**config.mk**
```make
export PLATFORM = sky130hd
export DESIGN_NAME = rgb_layer_mux_flat
export DESIGN_NICKNAME = d
export VERILOG_FILES = /design/src/rtl/rgb_layer_mux_if.sv /design/src/rtl/rgb_layer_mux.sv /design/src/flat_wrapper.sv
export SDC_FILE = /design/constraint.sdc
export NUM_CORES = 1
export LEC_CHECK = 0
export CORE_UTILIZATION = 46
export DETAILED_ROUTE_END_ITERATION = 10
export GPL_TIMING_DRIVEN = 0
export HOLD_SLACK_MARGIN = 0.06
export MAX_ROUTING_LAYER = met4
export PLACE_DENSITY = 0.83
export SYNTH_ARGS = -nofsm -noshare
export SYNTH_HDL_FRONTEND = slang
export SYNTH_SLANG_ARGS = --single-unit
```
**constraint.sdc**
```tcl
create_clock -name i_pclk -period 5 [get_ports i_pclk]
set_input_delay 0.5 -clock i_pclk [delete_from_list [all_inputs] [get_ports i_pclk]]
set_output_delay 0.5 -clock i_pclk [all_outputs]
set_load 0.01 [all_outputs]
```
**src/rtl/rgb_layer_mux_if.sv**
```systemverilog
// rgb_layer_mux_if
// Groups the pixel-path signals of rgb_layer_mux into a single bundle.
//   master : the pixel source. It drives the i_* signals and observes the o_* signals.
//   slave  : the mux itself. It reads the i_* signals and drives the o_* signals.
// Signals:
//   i_valid, i_blank, i_vsync, i_mode, i_sel, i_rgb (N_CH*W_RGB), i_en (N_CH),
//   i_key_en, i_blink_mask (N_CH), i_bg_rgb (W_RGB)
//   o_valid, o_rgb (W_RGB), o_src (W_SEL), o_hit, o_phase
interface rgb_layer_mux_if #(
  parameter int N_CH  = 9,
  parameter int W_RGB = 12,
  parameter int W_SEL = 4
);
  logic                    i_valid;
  logic                    i_blank;
  logic                    i_vsync;
  logic                    i_mode;
  logic [W_SEL-1:0]        i_sel;
  logic [N_CH*W_RGB-1:0]   i_rgb;
  logic [N_CH-1:0]         i_en;
  logic                    i_key_en;
  logic [N_CH-1:0]         i_blink_mask;
  logic [W_RGB-1:0]        i_bg_rgb;
  logic                    o_valid;
  logic [W_RGB-1:0]        o_rgb;
  logic [W_SEL-1:0]        o_src;
  logic                    o_hit;
  logic                    o_phase;

  modport master (
    output i_valid, i_blank, i_vsync, i_mode, i_sel, i_rgb, i_en,
           i_key_en, i_blink_mask, i_bg_rgb,
    input  o_valid, o_rgb, o_src, o_hit, o_phase
  );

  modport slave (
    input  i_valid, i_blank, i_vsync, i_mode, i_sel, i_rgb, i_en,
           i_key_en, i_blink_mask, i_bg_rgb,
    output o_valid, o_rgb, o_src, o_hit, o_phase
  );
endinterface

```
**src/rtl/rgb_layer_mux.sv**
```systemverilog
// rgb_layer_mux
// Two-stage RGB layer selector that sits between the per-object ROMs and the VGA stage.
// There are two modes:
//   - mode 0 passes through the channel chosen by i_sel.
//   - mode 1 composites all channels by priority. The highest-index opaque channel wins.
// A channel is transparent when any of these is true:
//   - it is disabled;
//   - it matches the colour key while keying is enabled;
//   - it is blink-masked while the blink phase is 1.
// Ports:
//   i_pclk : pixel clock
//   i_rst  : asynchronous, active-high reset
//   bus    : rgb_layer_mux_if.slave, which carries the pixel inputs and the o_* results
module rgb_layer_mux #(
  parameter int               N_CH         = 9,
  parameter int               W_RGB        = 12,
  parameter int               W_SEL        = 4,
  parameter logic [W_RGB-1:0] KEY_RGB      = 12'hF0F,
  parameter int               BLINK_FRAMES = 16
) (
  input  logic           i_pclk,
  input  logic           i_rst,
  rgb_layer_mux_if.slave bus
);
  // A one-bit counter is still needed when BLINK_FRAMES = 1.
  // It then stays at 0, and the phase toggles on every vsync edge.
  localparam int W_CNT = (BLINK_FRAMES > 1) ? $clog2(BLINK_FRAMES) : 1;

  // ---------------- blink phase ----------------
  logic             vs_q;
  logic [W_CNT-1:0] blink_cnt_q;
  logic             phase_q;
  logic             vs_edge;

  assign vs_edge = bus.i_vsync & ~vs_q;

  always_ff @(posedge i_pclk or posedge i_rst) begin
    if (i_rst) begin
      vs_q        <= 1'b0;
      blink_cnt_q <= '0;
      phase_q     <= 1'b0;
    end else begin
      vs_q <= bus.i_vsync;
      if (vs_edge) begin
        if (blink_cnt_q == W_CNT'(BLINK_FRAMES - 1)) begin
          blink_cnt_q <= '0;
          phase_q     <= ~phase_q;
        end else begin
          blink_cnt_q <= blink_cnt_q + 1'b1;
        end
      end
    end
  end

  // ---------------- stage 1 ----------------
  logic [N_CH-1:0] opaque_d;

  for (genvar gi = 0; gi < N_CH; gi++) begin : g_opaque
    logic [W_RGB-1:0] ch;
    assign ch = bus.i_rgb[gi*W_RGB +: W_RGB];
    assign opaque_d[gi] = bus.i_en[gi]
                        & ~(bus.i_key_en & (ch == KEY_RGB))
                        & ~(bus.i_blink_mask[gi] & phase_q);
  end

  logic [N_CH*W_RGB-1:0] s1_rgb_q;
  logic [N_CH-1:0]       s1_opaque_q;
  logic                  s1_mode_q;
  logic [W_SEL-1:0]      s1_sel_q;
  logic                  s1_blank_q;
  logic [W_RGB-1:0]      s1_bg_q;
  logic                  s1_valid_q;

  // The data registers load every cycle. Valid rides alongside as a plain qualifier.
  always_ff @(posedge i_pclk or posedge i_rst) begin
    if (i_rst) begin
      s1_rgb_q    <= '0;
      s1_opaque_q <= '0;
      s1_mode_q   <= 1'b0;
      s1_sel_q    <= '0;
      s1_blank_q  <= 1'b0;
      s1_bg_q     <= '0;
      s1_valid_q  <= 1'b0;
    end else begin
      s1_rgb_q    <= bus.i_rgb;
      s1_opaque_q <= opaque_d;
      s1_mode_q   <= bus.i_mode;
      s1_sel_q    <= bus.i_sel;
      s1_blank_q  <= bus.i_blank;
      s1_bg_q     <= bus.i_bg_rgb;
      s1_valid_q  <= bus.i_valid;
    end
  end

  // ---------------- stage 2 ----------------
  logic [W_RGB-1:0] rgb_d;
  logic [W_SEL-1:0] src_d;
  logic             hit_d;

  always_comb begin
    rgb_d = '0;
    src_d = '0;
    hit_d = 1'b0;
    if (s1_mode_q) begin
      rgb_d = s1_bg_q;
      // Ascending scan: a later (higher-index) opaque channel overwrites earlier ones.
      for (int k = 0; k < N_CH; k++) begin
        if (s1_opaque_q[k]) begin
          rgb_d = s1_rgb_q[k*W_RGB +: W_RGB];
          src_d = W_SEL'(k);
          hit_d = 1'b1;
        end
      end
    end else begin
      // An out-of-range select matches no k, so the output keeps its zero defaults.
      for (int k = 0; k < N_CH; k++) begin
        if (s1_sel_q == W_SEL'(k)) begin
          if (s1_opaque_q[k]) begin
            rgb_d = s1_rgb_q[k*W_RGB +: W_RGB];
            src_d = W_SEL'(k);
            hit_d = 1'b1;
          end else begin
            rgb_d = s1_bg_q;
          end
        end
      end
    end
    if (s1_blank_q) begin
      rgb_d = '0;
      src_d = '0;
      hit_d = 1'b0;
    end
  end

  logic             valid_q;
  logic [W_RGB-1:0] rgb_q;
  logic [W_SEL-1:0] src_q;
  logic             hit_q;

  always_ff @(posedge i_pclk or posedge i_rst) begin
    if (i_rst) begin
      valid_q <= 1'b0;
      rgb_q   <= '0;
      src_q   <= '0;
      hit_q   <= 1'b0;
    end else begin
      valid_q <= s1_valid_q;
      rgb_q   <= rgb_d;
      src_q   <= src_d;
      hit_q   <= hit_d;
    end
  end

  assign bus.o_valid = valid_q;
  assign bus.o_rgb   = rgb_q;
  assign bus.o_src   = src_q;
  assign bus.o_hit   = hit_q;
  assign bus.o_phase = phase_q;
endmodule

```
**src/flat_wrapper.sv**
```systemverilog
// flat-port wrapper written by rule: the top's interface ports become plain ports
module rgb_layer_mux_flat 
#(
  parameter int               N_CH         = 9,
  parameter int               W_RGB        = 12,
  parameter int               W_SEL        = 4,
  parameter logic [W_RGB-1:0] KEY_RGB      = 12'hF0F,
  parameter int               BLINK_FRAMES = 16
)
  (i_pclk, i_rst, bus_i_valid, bus_i_blank, bus_i_vsync, bus_i_mode, bus_i_sel, bus_i_rgb, bus_i_en, bus_i_key_en, bus_i_blink_mask, bus_i_bg_rgb, bus_o_valid, bus_o_rgb, bus_o_src, bus_o_hit, bus_o_phase);
  rgb_layer_mux_if #(.N_CH(N_CH), .W_RGB(W_RGB), .W_SEL(W_SEL)) bus_i ();
  input  logic i_pclk;
  input  logic i_rst;
  input wire logic [$bits(bus_i.i_valid)-1:0] bus_i_valid;
  input wire logic [$bits(bus_i.i_blank)-1:0] bus_i_blank;
  input wire logic [$bits(bus_i.i_vsync)-1:0] bus_i_vsync;
  input wire logic [$bits(bus_i.i_mode)-1:0] bus_i_mode;
  input wire logic [$bits(bus_i.i_sel)-1:0] bus_i_sel;
  input wire logic [$bits(bus_i.i_rgb)-1:0] bus_i_rgb;
  input wire logic [$bits(bus_i.i_en)-1:0] bus_i_en;
  input wire logic [$bits(bus_i.i_key_en)-1:0] bus_i_key_en;
  input wire logic [$bits(bus_i.i_blink_mask)-1:0] bus_i_blink_mask;
  input wire logic [$bits(bus_i.i_bg_rgb)-1:0] bus_i_bg_rgb;
  output wire logic [$bits(bus_i.o_valid)-1:0] bus_o_valid;
  output wire logic [$bits(bus_i.o_rgb)-1:0] bus_o_rgb;
  output wire logic [$bits(bus_i.o_src)-1:0] bus_o_src;
  output wire logic [$bits(bus_i.o_hit)-1:0] bus_o_hit;
  output wire logic [$bits(bus_i.o_phase)-1:0] bus_o_phase;
  assign bus_i.i_valid = bus_i_valid;
  assign bus_i.i_blank = bus_i_blank;
  assign bus_i.i_vsync = bus_i_vsync;
  assign bus_i.i_mode = bus_i_mode;
  assign bus_i.i_sel = bus_i_sel;
  assign bus_i.i_rgb = bus_i_rgb;
  assign bus_i.i_en = bus_i_en;
  assign bus_i.i_key_en = bus_i_key_en;
  assign bus_i.i_blink_mask = bus_i_blink_mask;
  assign bus_i.i_bg_rgb = bus_i_bg_rgb;
  assign bus_o_valid = bus_i.o_valid;
  assign bus_o_rgb = bus_i.o_rgb;
  assign bus_o_src = bus_i.o_src;
  assign bus_o_hit = bus_i.o_hit;
  assign bus_o_phase = bus_i.o_phase;
  rgb_layer_mux #(.N_CH(N_CH), .W_RGB(W_RGB), .W_SEL(W_SEL), .KEY_RGB(KEY_RGB), .BLINK_FRAMES(BLINK_FRAMES)) u_core (.i_pclk(i_pclk), .i_rst(i_rst), .bus(bus_i));
endmodule
```
==> out/metrics.cfg, run 1 <==
[outcome]
outcome = finished clean

[power_and_ir_drop]
clkPwrFrac = 0.353
netSwitchingFraction = 0.315
ir_drop_v = 0.000296
pwr_density_cell_mw_per_mm2 = 359
switchingPower_uw = 1160
intPower_uw = 2520
power_frac_comb = 0.247
p_seq_frac = 0.400
leakage_uw = 0.00411

[timing]
fmax_mhz = 362
drv_slew = 0
tns_ns = 0
rsz0062_at_grt = false
slew_headroom = 0.0517
setup_viol = 0
worstMarginPinSlew_ns = 1.41
fin_crit_ns = 2.76
period_share = 0.553
skew_ns = 0.0121
setup_ws_ns = 2.24
hold_viol = 0

[worst_setup_path]
required_ns = 5.29
cp_max_fo = 10
setup.worst_path.end_class = flop
worst-setup-path-type = reg2reg
critPathLaunchType = flop
critical_path_arrival_ns = 3.05

[routing]
dr_wl_met2_mm = 12.4
vias_per_cell = 6.28
dr.pass1.iters = 8
drc = 0
wire_per_inst_um = 23.4
wl_met3_mm = 2.34
routedLengthMet1_mm = 10.6
drt-total-wl_mm = 26.6
highest_layer = met4
initialDrtViolationCount = 932
num_vias = 7136
ant_nets = 0

[clock_network]
cts_buffers = 17
ctsRootBufferMaster = clkbuf_16
clock_sinks = 160
cts_hold_buf = 0
post-cts-setup-buffer-count = 0
ctsHtreeMaxLevel = 4
cts_resized = 0
clk_pin_slew_ns = 0.07
cts_buffer_depth = 2
clock_latency_ns = 0.44
cts_tree = yes

[synth]
yosysWarnings = 0
synth_top_flop_cell = dfrtp_1
ys_types = 58
synth_top_area_cell = dfrtp_1
synth.top_cells.by_count = dfrtp_1 (160), mux2i_1 (67), nand2_1 (59), o21ai_0 (41), nor2_1 (39)
synth-seq-cells = 160
synth_cells = 722
synth_edf_count = 0
synth_fp_nets = 872
async_reset_ff_frac = 1.00
yosys.area.top_type_share = 0.522
post-synth-top-count-cell = dfrtp_1
seq_area_frac_synth = 0.522
ys_top_cells_by_area = dfrtp_1 (52%), mux2i_1 (8.7%), nand2_1 (2.9%)
synthesis.area_sq_mm = 0.00767
syn_avg_cell_area_sq_um = 10.6

[grt]
grt_overflow = 0
grt_pass1_wl_mm = 40.4
grt.total_usage = 0.323
antenna_found_initial = 0
grt_max_degree = 102
grt_pass1_vias = 7236

[placed_design]
io_buffers = 166
detailed_place_hpwl_mm = 20.2
gp_congestion = 1.02
numPlacedInstances = 1105
place_area_sq_mm = 0.00964
dp_slack_ns = 2.41

[hold_path]
hp-class = reg2reg

[die]
fp.coreArea_sq_mm = 0.0161
die_x_um = 131
row_count = 46
initial_core_util = 0.478
dieHeight_um = 131
dieArea_sq_mm = 0.0172
io_pins = 168

[final_layout]
fillCellCount = 1299
nNetsFinal = 1058
diodes = 0
postLayoutCellArea_sq_mm = 0.0102
regArea_sq_mm = 0.00400
multi_input_area_sq_mm = 0.00336
finish.utilization = 0.637
final_layout_size_suffix_gt1_frac = 0.0782
final_cells = 1137
area_growth_pct = 33.3

[job]
maxCapViolCount = 0

[logic make-up (layout without fill, tap and decap cells)]
logic type      Yosys count  in the layout  synth area share
compound gates          206            206             0.187
simple gates            202            202             0.140
flops                   160            160             0.522
mux                      80             80             0.107
buf+inv                  71            270            0.0406
xor+xnor                  2              2           0.00228
fa+ha+maj                 1              1           0.00163
[final cells by class]
class / count / share of cell area
flip-flops and latches: 160 / 0.392
multi-input cells: 491 / 0.328
repair buffers: 167 / 0.165
clock buffers: 19 / 0.0443
well taps: 216 / 0.0264
plain buffers: 57 / 0.0253
clock inverters: 13 / 0.0135
inverters: 14 / 0.00563
[flip-flops by register name, indices dropped and copies added (netlist names), 4 cells and up]
register and count:
u_core.s1_opaque_q 9, u_core.s1_rgb_q 108, u_core.blink_cnt_q 4, u_core.bus.o_rgb 12, u_core.s1_sel_q 4, u_core.bus.o_src 4
u_core.s1_bg_q 12
[worst paths after layout]
check / start / to / slack, ns / cells past startpoint
worst min register to register: u_core.s1_valid_q / u_core.bus.o_valid / 0.35 / 0
worst min-delay path: u_core.s1_valid_q / u_core.bus.o_valid / 0.35 / 0
max in group asynchronous: i_rst / u_core.s1_rgb_q[100] / 3.64 / 3
worst max-delay path: u_core.s1_opaque_q[4] / u_core.bus.o_rgb[0] / 2.24 / 5
worst max register to register: u_core.s1_opaque_q[4] / u_core.bus.o_rgb[0] / 2.24 / 5
min in group asynchronous: i_rst / u_core.s1_valid_q / 0.49 / 2
[placed cells by master (no fill, tap or decap), types with 5 or more instances in the layout]
cell | netlist | routed
inv_1 | 11 | 10
a31oi_1 | 7 | 7
buf_2 | 18 | 18
nor2_1 | 39 | 39
o221ai_1 | 15 | 15
o22ai_1 | 21 | 21
nand4_1 | 10 | 10
o31ai_1 | 5 | 5
nand2b_1 | 17 | 17
o2111ai_1 | 5 | 5
clkbuf_1 | 31 | 31
a21boi_0 | 9 | 9
a221oi_1 | 8 | 8
o21ai_0 | 41 | 41
dfrtp_1 | 160 | 160
a22oi_1 | 7 | 7
nand4b_1 | 9 | 9
a21oi_1 | 34 | 34
mux2i_1 | 67 | 67
buf_1 | 5 | 5
nor2b_1 | 6 | 6
o311a_1 | 13 | 13
inv_6 | 0 | 7
nor3_1 | 8 | 8
clkbuf_16 | 0 | 17
nand2_1 | 59 | 59
a221o_1 | 5 | 5
o211ai_1 | 7 | 7
nand3_1 | 21 | 21
nor4_1 | 5 | 5
clkdlybuf4s50_1 | 0 | 166
a211oi_1 | 9 | 9
mux2_2 | 13 | 13
nor4b_1 | 8 | 8
[through the flow]
stage | total power, uW | hold slack (ns)
floorplan | 1980 | 0.331
global placement | 2350 | 0.335
detailed placement | 2370 | 0.336
CTS | 3660 | 0.351
global route | 3810 | 0.372
finish | 3680 | 0.347
[metal layers]
layer,track usage,up-vias
met5,-,-
met4,0.154,0
met3,0.0625,113
met2,0.492,481
met1,0.417,3452
li1,-,3090
[power by group through the flow]
stage / Combinational, uW / Sequential (uW) / Clock [uW]
6_report: 909 / 1470 / 1300
5_1_grt: 965 / 1480 / 1370
4_1_cts: 888 / 1470 / 1310
3_5_place_dp: 880 / 1490 / 0
3_3_place_gp: 868 / 1490 / 0
2_1_floorplan: 506 / 1470 / 0
[critical path, stage by stage, from the launching register on]
cell and delay (ns):
dfrtp_1 0.42, buf_2 0.22, nor4_1 1.14, o311ai_0 0.48
a31oi_1 0.25, a211oi_1 0.11
Note: power is estimated with default switching activity, not from simulation.
==> run 2, diff against run 1 <==
Settings changed: CORE_UTILIZATION 46 to 50, PLACE_DENSITY 0.83 to 0.85.
Clock period 5 ns to 2.8 ns, I/O delays scaled along.
==> out/metrics.cfg, run 2 (same netlist as run 1, synthesis figures left out) <==
[power_and_ir_drop]
netSwitchingFraction = 0.326  ; +0.0111
ir_drop_v = 0.000548  ; +85%
clkPwrFrac = 0.348  ; -0.005
intPower_uw = 4410  ; +75%
pwr_density_cell_mw_per_mm2 = 640  ; +78%
leakage_uw = 0.00412  ; +0.20%
switchingPower_uw = 2130  ; +84%
power_frac_comb = 0.250  ; +0.003
p_seq_frac = 0.402  ; +0.002

[worst_setup_path]
rrSetupSlack_ns = 0.06  ; -2.18 ns
critPathLaunchType = flop
max_stage_delay_ns = 0.92  ; -0.22 ns
critical_path_arrival_ns = 3.01  ; -0.04 ns
required_ns = 3.07  ; -2.22 ns
setup.worst_path.end_class = flop
worst-setup-path-type = reg2reg
cp_max_fo = 10  ; unchanged
crit_buf_inv = 1  ; unchanged
critPathTopFamily = simple AND/OR/NAND/NOR gates
path_cells = buf_2 -> nor4b_2 -> nor2_1 -> nand3_1 -> o221ai_1 -> a211oi_1
critPathSlowestCell = nor4b_2

[routing]
drc = 0  ; unchanged
dr.pass1.iters = 7  ; -1
vias_per_cell = 6.53  ; +4.1%
wire_per_inst_um = 24.2  ; +3.4%
initialDrtViolationCount = 920  ; -1.3%
num_vias = 7230  ; +1.3%
ant_nets = 0  ; unchanged
drt-total-wl_mm = 26.8  ; +0.70%

[clock_network]
cts_hold_buf = 0  ; unchanged
cts_buffers = 17  ; unchanged
post-cts-setup-buffer-count = 0  ; unchanged
clk_pin_slew_ns = 0.07  ; about the same
cts_tree = yes
cts_resized = 0  ; unchanged
ctsHtreeMaxLevel = 4  ; unchanged
cts_buffer_depth = 2  ; unchanged
clock_sinks = 160  ; unchanged
ctsRootBufferMaster = clkbuf_16
clock_latency_ns = 0.45  ; about the same

[final_layout]
nNetsFinal = 1060  ; +0.19%
regMostFlops = u_core.s1_rgb_q
diodes = 0  ; unchanged
layout_common_cells = clkdlybuf4s50_1 (166), dfrtp_1 (160), mux2i_1 (67)
largest_reg_flops = 108  ; unchanged
final_cells = 1107  ; -2.6%
final_common_cell = clkdlybuf4s50_1
final_layout_size_suffix_gt1_frac = 0.0813  ; +0.00308
finish.utilization = 0.692  ; +0.0555
fillCellCount = 1158  ; -11%
area_growth_pct = 33.2

[placed_design]
gp_congestion = 0.996  ; -2.7%
numPlacedInstances = 1075  ; -2.7%
io_buffers = 166  ; unchanged
detailed_place_hpwl_mm = 20.2  ; -0.25%

[timing]
fmax_mhz = 365  ; +0.78%
hold_viol = 0  ; unchanged
whs_ns = 0.265  ; -0.0822 ns
period_share = 0.979  ; +0.427
setup_viol = 0  ; unchanged
skew_ns = 0.0100  ; -0.00205 ns
rsz0062_at_grt = false
fin_crit_ns = 2.74  ; -0.0214 ns
slew_headroom = 0.129  ; +0.0774
worstMarginPinSlew_ns = 1.30  ; -0.113 ns
drv_slew = 0  ; unchanged

[grt]
grt_overflow = 0  ; unchanged
antenna_found_initial = 0  ; unchanged
grt_pass1_vias = 7274  ; +0.53%
grt.total_usage = 0.365  ; +0.0422
grt_pass1_wl_mm = 41.2  ; +2.1%
grt_max_degree = 47  ; -54%

[hold_path]
hp-class = in2reg

[die]
fp.coreArea_sq_mm = 0.0148  ; -8.1%
io_pins = 168  ; unchanged
dieHeight_um = 126  ; -4.0%
die_x_um = 126  ; -4.0%
row_count = 44  ; -4.3%
initial_core_util = 0.520  ; +0.0422
dieArea_sq_mm = 0.0158  ; -7.9%

[job]
maxCapViolCount = 0  ; unchanged

[outcome]
outcome = finished clean

==> run 2: changes by cell type in the layout (fill, tap and decap cells not counted), sizes merged <==
cell / change
clkinvlp: +1
clkinv: +1
buf: +2
clkbuf: -1
bufinv: -1
==> run 2: final timing paths <==
path | from | to | cells past startpoint
worst max-delay path | u_core.s1_sel_q[1] | u_core.bus.o_rgb[0] | 6
worst min-delay path | bus_i_bg_rgb[2] | u_core.s1_bg_q[2] | 1
worst max register to register | u_core.s1_sel_q[1] | u_core.bus.o_rgb[0] | 6
worst min register to register | u_core.s1_valid_q | u_core.bus.o_valid | 0
max in group asynchronous | i_rst | u_core.s1_rgb_q[70] | 4
min in group asynchronous | i_rst | u_core.s1_rgb_q[38] | 2
==> run 2: per-layer routing <==
layer | global-route usage | part of all wire | vias up
met5 | - | 0 | -
met2 | 0.546 | 0.46 | 490
met3 | 0.0862 | 0.095 | 90
met1 | 0.476 | 0.41 | 3548
li1 | - | - | 3102
met4 | 0.162 | 0.038 | 0
==> run 2: power groups by stage <==
stage / registers, uW / clock network (uW) / logic [uW]
2_1_floorplan: 2630 / 0 / 904
3_3_place_gp: 2660 / 0 / 1550
3_5_place_dp: 2660 / 0 / 1580
4_1_cts: 2620 / 2300 / 1590
5_1_grt: 2640 / 2400 / 1730
6_report: 2630 / 2280 / 1640
==> run 2: area by class of cell <==
type	count	area [sq um]	share of cell area
sequential	160	4000	0.392
multi-input combinational	491	3360	0.329
timing repair buffer	169	1720	0.169
clock buffer	18	439	0.0430
buffer	57	259	0.0254
tap	184	230	0.0225
clock inverter	14	143	0.0140
inverter	14	56.3	0.00551
==> run 2: stage by stage <==
stage / instance area, sq um / TNS (ns) / power (uW) / setup WS (ns)
detailed placement: 9630 / 0 / 4240 / 0.245
global route: 10200 / 0 / 6780 / 0.0469
global placement: 9570 / -93.29 / 4200 / -0.600
CTS: 10200 / 0 / 6510 / 0.218
finish: 10200 / 0 / 6540 / 0.0579
floorplan: 7670 / 0 / 3530 / 0.491
==> run 3, diff against run 2 <==
Settings changed: CORE_MARGIN from default to 1.5, CTS_CLUSTER_DIAMETER from default to 150.
==> out/metrics.cfg, run 3 (same netlist as run 1, synthesis figures left out) <==
[clock_network]
clock_sinks = 160  ; unchanged
cts_buffer_depth = 2  ; unchanged
cts_buffers = 17  ; unchanged
clk_pin_slew_ns = 0.07  ; about the same
cts_tree = yes
ctsRootBufferMaster = clkbuf_16
ctsHtreeMaxLevel = 4  ; unchanged
cts_hold_buf = 0  ; unchanged
post-cts-setup-buffer-count = 0  ; unchanged
clock_latency_ns = 0.43  ; -0.02 ns

[worst_setup_path]
critPathSlowestCell = nor4_1
critPathTopFamily = simple AND/OR/NAND/NOR gates
cp.depth = 5  ; -1
r2r_end = u_core.bus.o_rgb[2]
critPathLaunchType = flop
required_ns = 3.09  ; +0.02 ns
reg2regPathDepth = 5  ; -1
cp_max_fo = 10  ; unchanged
worst-setup-path-type = reg2reg
critical_path_arrival_ns = 3.04  ; +0.03 ns
setup.worst_path.end_class = flop
rrSetupSlack_ns = 0.05  ; about the same
path_cells = buf_2 -> nor4_1 -> o311ai_0 -> a31oi_1 -> a211oi_1
r2r_start = u_core.s1_opaque_q[4]
max_stage_delay_ns = 1.09  ; +0.17 ns
crit_buf_inv = 1  ; unchanged

[routing]
dr.pass1.iters = 6  ; -1
drc = 0  ; unchanged
wire_per_inst_um = 23.9  ; -1.2%
vias_per_cell = 6.59  ; +0.87%
initialDrtViolationCount = 994  ; +8.0%
num_vias = 7313  ; +1.1%
ant_nets = 0  ; unchanged
drt-total-wl_mm = 26.5  ; -0.98%

[final_layout]
area_growth_pct = 33.5
final_cells = 1110  ; +0.27%
final_layout_size_suffix_gt1_frac = 0.0792  ; -0.00208
nNetsFinal = 1060  ; unchanged
largest_reg_flops = 108  ; unchanged
postLayoutCellArea_sq_mm = 0.0102  ; +0.22%
fillCellCount = 1153  ; -0.43%
diodes = 0  ; unchanged
regMostFlops = u_core.s1_rgb_q
layout_common_cells = clkdlybuf4s50_1 (166), dfrtp_1 (160), mux2i_1 (67)
final_common_cell = clkdlybuf4s50_1

[timing]
skew_ns = 0.0108  ; +0.000763 ns
worstMarginPinSlew_ns = 1.35  ; +0.0532 ns
setup_ws_ns = 0.0457  ; -0.0123 ns
period_share = 0.984  ; +0.00439
slew_headroom = 0.0920  ; -0.0371
rsz0062_at_grt = false
fin_crit_ns = 2.75  ; +0.0123 ns
tns_ns = 0  ; unchanged
hold_viol = 0  ; unchanged
fmax_mhz = 363  ; -0.45%
drv_slew = 0  ; unchanged
setup_viol = 0  ; unchanged

[grt]
grt_max_degree = 48  ; +2.1%
grt_pass1_vias = 7359  ; +1.2%
antenna_found_initial = 0  ; unchanged
grt.total_usage = 0.346  ; -0.0196
grt_pass1_wl_mm = 40.2  ; -2.5%
grt_overflow = 0  ; unchanged

[placed_design]
gp_congestion = 1.03  ; +3.3%
numPlacedInstances = 1079  ; +0.37%
detailed_place_hpwl_mm = 19.9  ; -1.5%
dp_slack_ns = 0.206  ; -0.0382 ns
io_buffers = 166  ; unchanged
place_area_sq_mm = 0.00963  ; about the same

[die]
dieArea_sq_mm = 0.0161  ; +1.6%
fp.coreArea_sq_mm = 0.0151  ; +2.3%
io_pins = 168  ; unchanged
dieHeight_um = 127  ; +0.79%
initial_core_util = 0.508  ; -0.0116
row_count = 45  ; +2.3%
die_x_um = 127  ; +0.79%

[power_and_ir_drop]
ir_drop_v = 0.000570  ; +4.0%
leakage_uw = 0.00412  ; about the same
pwr_density_cell_mw_per_mm2 = 649  ; +1.4%
power_uw = 6640  ; +1.6%

[outcome]
outcome = finished clean

[hold_path]
hp-class = in2async

[job]
maxCapViolCount = 0  ; unchanged

==> run 3: how the worst max path moves through the flow <==
stage                       endpoint  slack (ns)                   from
6_report         u_core.bus.o_rgb[2]        0.05  u_core.s1_opaque_q[4]
5_1_grt          u_core.bus.o_rgb[2]        0.06  u_core.s1_opaque_q[4]
4_1_cts         u_core.bus.o_rgb[11]        0.17     u_core.s1_sel_q[0]
3_5_place_dp    u_core.bus.o_rgb[11]        0.21     u_core.s1_sel_q[0]
3_3_place_gp    u_core.s1_rgb_q[100]       -0.60                  i_rst
2_1_floorplan  u_core.blink_cnt_q[0]        0.49                  i_rst
==> run 3: worst reg2reg max path: cells and delay by family (launching register included) <==
family / cells / cell delay, ns
AND/OR/NAND/NOR: 1 / 1.09
AO/OA/AOI/OAI: 3 / 0.88
flip-flops: 1 / 0.42
buffers and inverters: 1 / 0.22
==> run 3: metal layers <==
layer  GRT usage  vias up  wire length [um]
met5           -        -                 0
met2       0.533      568             12500
met4       0.153        0              1150
li1            -     3099                 -
met1       0.445     3531             10300
met3      0.0717      115              2670
==> run 3: area by class of cell <==
type                    count  area, sq um  share of cell area
inverters                  14         56.3             0.00550
repair buffers            169         1720               0.168
flip-flops and latches    160         4000               0.391
clock buffers              18          429              0.0419
well taps                 188          235              0.0230
clock inverters            13          174              0.0170
plain buffers              57          259              0.0253
multi-input cells         491         3360               0.328
==> run 3: what timing repair did <==
item | CTS | global route
gates resized for setup | 0 | 1
setup endpoints to repair | 0 | 1
endpoints found under the hold margin | 0 | 0
==> run 3: power by group <==
part / switching [uW] / leakage, uW / internal, uW / total [uW]
Combinational: 929 / 0.00194 / 705 / 1630
Sequential: 136 / 0.00190 / 2490 / 2630
Clock: 966 / 0.000291 / 1420 / 2380
Total: 2030 / 0.00412 / 4610 / 6640
==> run 3: through the flow <==
| stage | hold WS [ns] | utilization |
|---|---|---|
| after global placement | 0.334 | 0.634 |
| after global routing | 0.286 | 0.678 |
| after CTS | 0.275 | 0.678 |
| after detailed placement | 0.335 | 0.638 |
| final | 0.276 | 0.678 |
| after floorplan | 0.311 | - |
